--- config.mk ---
export PLATFORM = sky130hd
export DESIGN_NAME = envelope_length
export DESIGN_NICKNAME = d
export VERILOG_FILES = /design/src/rtl/envelope_length.sv
export SDC_FILE = /design/constraint.sdc
export NUM_CORES = 1
export LEC_CHECK = 0
export ABC_CLOCK_PERIOD_IN_PS = 3200
export CAP_MARGIN = 20
export CORE_MARGIN = 4
export CORE_UTILIZATION = 50
export CTS_BUF_LIST = sky130_fd_sc_hd__clkbuf_4 sky130_fd_sc_hd__clkbuf_8
export CTS_CLUSTER_SIZE = 25
export DETAILED_ROUTE_END_ITERATION = 12
export GPL_TIMING_DRIVEN = 0
export PLACE_DENSITY = 0.81
export SLEW_MARGIN = 25
export SYNTH_ARGS = -nofsm -noshare
export SYNTH_HDL_FRONTEND = slang
export SYNTH_SLANG_ARGS = --single-unit
--- constraint.sdc ---
create_clock -name clk -period 3.2 [get_ports clk]
set_input_delay 0.8 -clock clk [delete_from_list [all_inputs] [get_ports clk]]
set_output_delay 0.8 -clock clk [all_outputs]
set_load 0.05 [all_outputs]
--- src/rtl/envelope_length.sv ---
// ============================================================================
// envelope_length: volume envelope and length counter for one tone channel.
// Rev 1.0
// ============================================================================
`default_nettype none

module envelope_length (
  input  logic       clk,
  input  logic       reset,
  input  logic       enable_240hz,
  input  logic       enable_120hz,
  input  logic       ctrl_we,
  input  logic       length_we,
  input  logic [7:0] data,
  input  logic       channel_enable,
  output logic [3:0] volume,
  output logic       active
);

  logic       halt_q,      halt_d;
  logic       const_vol_q, const_vol_d;
  logic [3:0] period_q,    period_d;
  logic [7:0] length_q,    length_d;
  logic [3:0] decay_q,     decay_d;
  logic [3:0] divider_q,   divider_d;
  logic       start_q,     start_d;

  function automatic logic [7:0] length_lut(input logic [4:0] idx);
    logic [7:0] v;
    case (idx)
      5'd0:  v = 8'd10;   5'd1:  v = 8'd254;  5'd2:  v = 8'd20;   5'd3:  v = 8'd2;
      5'd4:  v = 8'd40;   5'd5:  v = 8'd4;    5'd6:  v = 8'd80;   5'd7:  v = 8'd6;
      5'd8:  v = 8'd160;  5'd9:  v = 8'd8;    5'd10: v = 8'd60;   5'd11: v = 8'd10;
      5'd12: v = 8'd14;   5'd13: v = 8'd12;   5'd14: v = 8'd26;   5'd15: v = 8'd14;
      5'd16: v = 8'd12;   5'd17: v = 8'd16;   5'd18: v = 8'd24;   5'd19: v = 8'd18;
      5'd20: v = 8'd48;   5'd21: v = 8'd20;   5'd22: v = 8'd96;   5'd23: v = 8'd22;
      5'd24: v = 8'd192;  5'd25: v = 8'd24;   5'd26: v = 8'd72;   5'd27: v = 8'd26;
      5'd28: v = 8'd16;   5'd29: v = 8'd28;   5'd30: v = 8'd32;   default: v = 8'd30;
    endcase
    return v;
  endfunction

  always_comb begin
    halt_d      = halt_q;
    const_vol_d = const_vol_q;
    period_d    = period_q;
    length_d    = length_q;
    decay_d     = decay_q;
    divider_d   = divider_q;
    start_d     = start_q;

    if (ctrl_we) begin
      halt_d      = data[5];
      const_vol_d = data[4];
      period_d    = data[3:0];
    end

    // Envelope step sees the pre-write start/halt/period values.
    if (enable_240hz) begin
      if (start_q) begin
        start_d   = 1'b0;
        decay_d   = 4'hF;
        divider_d = period_q;
      end else if (divider_q == 4'd0) begin
        divider_d = period_q;
        if (decay_q != 4'd0) begin
          decay_d = decay_q - 4'd1;
        end else if (halt_q) begin
          decay_d = 4'hF;
        end
      end else begin
        divider_d = divider_q - 4'd1;
      end
    end

    if (length_we) begin
      start_d = 1'b1;
    end

    if (!channel_enable) begin
      length_d = 8'd0;
    end else if (length_we) begin
      length_d = length_lut(data[7:3]);
    end else if (enable_120hz && (length_q != 8'd0) && !halt_q) begin
      length_d = length_q - 8'd1;
    end
  end

  always_ff @(posedge clk or posedge reset) begin
    if (reset) begin
      halt_q      <= 1'b0;
      const_vol_q <= 1'b0;
      period_q    <= 4'd0;
      length_q    <= 8'd0;
      decay_q     <= 4'd0;
      divider_q   <= 4'd0;
      start_q     <= 1'b0;
    end else begin
      halt_q      <= halt_d;
      const_vol_q <= const_vol_d;
      period_q    <= period_d;
      length_q    <= length_d;
      decay_q     <= decay_d;
      divider_q   <= divider_d;
      start_q     <= start_d;
    end
  end

  assign active = (length_q != 8'd0);
  assign volume = (length_q == 8'd0) ? 4'd0 : (const_vol_q ? period_q : decay_q);

endmodule

`default_nettype wire

[Word-level counts from Yosys, hierarchy flattened]
Memory sizes are Yosys's and may differ from the RTL's.
Cells that the tools add are included.
W data, S select, Z words.
Word-level totals
  memories: 1
  latch bits: 0
  word-level logic and storage cells: 36
  RAM bits: 0
  memory bits (read-only): 224
  register bits after elaboration: 23
Operators by class
  order comparisons: 0
  shift operators: 0
  add/subtract/negate cells: 3
  equality and inequality tests: 1
  muxes and demuxes: 13
  bitwise gates (word level): 0
  divide/modulo/power cells: 0
  multiply operators: 0
  reductions and logical operators: 11
Memory list
  (no name shown): words 32, bits a word 7, rd ports 1, clocked after Yosys merged registers in 0, wr ports 0, line 30  | case (idx)
Operators by type and width (number)
  $mux W4: 8
  $mux W8: 3
  $logic_not A8 Y1: 1
  $reduce_bool A8 Y1: 1
  $sub A4 B1 Y4 const B: 2
  $sub A8 B1 Y8 const B: 1
  $logic_not A4 Y1: 1
  $reduce_bool A2 Y1: 2
  $reduce_bool A4 Y1: 1
  $ne A3 B2 Y1 const B: 1
  $reduce_and A3 Y1: 1
  $reduce_bool A3 Y1: 1
  $logic_and A1 B1 Y1: 2
  $mux W1: 2
  $logic_not A1 Y1: 1

[Longest topological paths before layout]
Gate-level depths: netlist of run 1.
  word-level depth: 6
  gate-level depth with buffers: 7

[Worst setup path after synthesis of run 1]
Ideal clock, no wire load.
  path type: reg2out
  start point: reg length_q[0]
  end point: out volume[0]
  slack: 0.740 ns
  path buffers: 0
  stages on the path, launching flop included: 6
  data arrival time: 1.660 ns
  cells stage by stage: dfrtp_1 inv_1 ha_1 nor3b_2 and2_1 nor2_1
Between the ends
  word-level cells in the longest chain between the ends: 2
Ends and longest elaborated chain
  start: declaration: line 23  | logic [7:0] length_q, length_d;
  start signal: assignment: line 102  | length_q <= length_d;
  $logic_not A8 Y1: line 110  | assign volume = (length_q == 8'd0) ? 4'd0 : (const_vol_q ? period_q : decay_q);
  $mux W4: line 110
  end: declaration: line 16  | output logic [3:0] volume,
No other way between the ends.

[Final worst setup path of run 1]
  start point: reg length_q[0]
  end point: out volume[2]
The elaborated chain is that of the path after synthesis.

==> results of run 1 <==
## timing repair
item                       4_1_cts  5_1_grt
hold buffers                     0        0
setup endpoints to repair        5        0
resized for setup                6        0
## critical path: stages, from the launching register on
cell           delay (ns)
dfrtp_1              0.43
inv_1                0.10
ha_1                 0.15
nor3b_4              0.36
and2_1               0.30
nor2_1               0.07
dlygate4sd2_1        0.43
## layout make-up
| cell class | count | share of cell area [%] |
|---|---|---|
| Buffer | 11 | 2.25 |
| Clock buffer | 4 | 1.54 |
| Inverter | 17 | 3.28 |
| Multi-Input combinational cell | 135 | 53.1 |
| Sequential cell | 23 | 29.6 |
| Tap cell | 44 | 2.83 |
| Timing Repair Buffer | 15 | 7.39 |
## logic make-up after synthesis
logic type	after synthesis	share of synthesized area, %
AO/OA/AOI/OAI	54	21.1
AND/OR/NAND/NOR	52	19.8
buffers and inverters	28	6.29
flip-flops	23	33.6
multiplexers	14	9.36
adder cells (fa/ha/maj)	10	7.31
XOR/XNOR	5	2.56
## per-layer routing
layer  track usage [%]  vias to the layer above  share of wire [%]
met2              31.7                       49                 49
met3              2.19                       12                4.2
li1                  -                      705                  -
met4              8.63                        0                2.6
met1              24.5                      720                 45
met5                 0                        -                  0
## layout by cell type, fill, tap and decap left out, types with 7 or more instances in the layout
cell | netlist | final
mux2i_1 | 7 | 7
dfrtp_1 | 23 | 23
nand2_1 | 8 | 8
nor2_1 | 12 | 12
inv_1 | 17 | 17
ha_1 | 10 | 10
clkdlybuf4s50_1 | 0 | 10
o21ai_0 | 9 | 9
a21oi_1 | 14 | 14
clkbuf_1 | 8 | 8
## worst max path at each step
stage	slack (ns)	to	from	cells past startpoint
after global placement	0.24	volume[0]	length_q[0]	6
after floorplan	0.74	volume[0]	length_q[0]	5
final	0.25	volume[2]	length_q[0]	6
after detailed placement	0.20	volume[2]	length_q[0]	6
after CTS	0.25	volume[2]	length_q[0]	6
after global routing	0.07	volume[1]	length_q[0]	6
## state kept, by name, summed over array words and instances (netlist names)
name	cells
const_vol_q	1
decay_q	4
divider_q	4
halt_q	1
length_q	8
period_q	4
start_q	1
## metrics by stage
stage	hold WS (ns)	cells
after floorplan	0.495	186
after global placement	0.537	245
final	0.577	249
after CTS	0.576	249
after global routing	0.604	249
after detailed placement	0.548	245
## power breakdown
part / internal [µW] / total [µW] / switching [µW]
logic: 143 / 357 / 214
registers: 335 / 392 / 57.1
clock network: 57.1 / 143 / 86.1
total: 535 / 893 / 358
==> summary.txt, run 1 <==
STA
  – Worst slew margin: 41.8%
  – Final WS setup: 0.253 ns
  – Setup Viol. Count Final: 0
  – Final period util: 92.1%
  – RSZ-0062 raised after global routing: no
  – Slew @ Worst Pin: 0.872 ns
  – Skew final: 0.0135 ns
  – Fmax: 339 MHz
  – Count of final hold-check violations: 0
  – Setup TNS: 0 ns
  – Final min period: 2.95 ns
  – Max Slew Vio Count: 0

Synthesis
  – Seq/Total Area, Yosys: 33.6%
  – EDFF count, synth: 0
  – Top-count cell post-synth: dfrtp_1
  – Netlist cell types: 44
  – #FFs+latches synth: 23
  – Post-synth top area share: 33.6%
  – Dominant cell type by area after synthesis: dfrtp_1
  – Ys flop type: dfrtp_1
  – Syn Nets: 211
  – Synth Area per Inst: 9.20 µm²
  – Top post-synthesis cells by count: dfrtp_1 (23), inv_1 (17), a21oi_1 (14), nor2_1 (12), ha_1 (10)
  – Post-synth ARST share: 100%
  – Cells taking the most area after synthesis: dfrtp_1 (34%), ha_1 (7.3%), a21oi_1 (4.1%)
  – Synth Warn #: 0
  – Mapped Area: 1710 µm²
  – Post-synthesis cell count: 186

Worst setup path
  – R2R cell count: 6
  – Critical path data arrival time: 2.15 ns
  – CP Class: reg -> out
  – CP Launch Type: flip-flop
  – CP Capture Type: output pin
  – Crit path max fanout: 8
  – Reg2reg start: divider_q[0]
  – R2R Setup Slk: 1.35 ns
  – Reg-to-Reg End: decay_q[0]
  – Critical Path RT: 2.40 ns

Placement
  – Pre-CTS WS: 0.204 ns
  – Global placement routability congestion: 0.929
  – IO Port Bufs: 15
  – Post-DP HPWL: 3000 µm
  – Area after DPL: 1920 µm²

Power and ir drop
  – Max VDD drop: 0.227 mV
  – Static Leak: 0.000845 µW
  – PD cells: 458 nW/µm²
  – Final Power: 893 µW

Floorplanning
  – IO Count: 20
  – Full die area: 4420 µm²
  – Core footprint: 3150 µm²
  – Initial Utilization: 54.3%
  – Die extent in x: 66.5 µm
  – FP Rows: 20
  – Die height: 66.5 µm

Clock tree
  – Clk_lat worst skew: 0.31 ns
  – Clk slew on worst S/H paths: 0.13 ns
  – Post-CTS setup buffer count: 0
  – CTS tree: yes
  – CTS root buffer: clkbuf_4
  – Total CTS buffers: 3
  – # H-tree levels: 1
  – Bufs on Longest Clock Path: 2
  – Clk sinks: 23

Cells and area
  – Total Nets Final: 231
  – Share of cells above drive strength 1: 10.7%
  – N_diodes: 0
  – Fillers: 280
  – Multi-input gate area: 1030 µm²
  – Area Growth Syn to Fin: 13.7%
  – Fin util: 61.7%
  – Fin area: 1950 µm²
  – FF/Latch Area: 576 µm²

Hold path
  – Hold endpoint: period_q[3]
  – Hold wc startpoint: period_q[3]
  – Min-Delay Path Class: reg -> reg
  – Hold Path Cell Cnt: 1

Flow run
  – Maxcap violations: 0

Route
  – Antenna-violating nets left: 0
  – # DRC: 0
  – WL/cell: 15.8 µm
  – DRT Pass-1 Iters: 4
  – DR vias/cell: 5.97
  – Vias: 1486
  – Post-Route WL: 3940 µm
  – Iter 0 DRT Violations: 118

Global route
  – Antenna violations before repair: 0
  – Largest net degree at the start of global routing: 24
  – Gr ovfl total: 0
  – Number of global-route vias before repair: 1460
  – First-pass GRT wire length: 6540 µm
  – Gr usage total: 19.0%

Run status
  – Status: finished clean
(Power assumes the default switching activity.)
==> run 2, diff against run 1 <==
CTS_CLUSTER_DIAMETER = 150   (was not set)
==> results of run 2 <==
The final DEF is identical to that of run 1; final timing and power are the same.
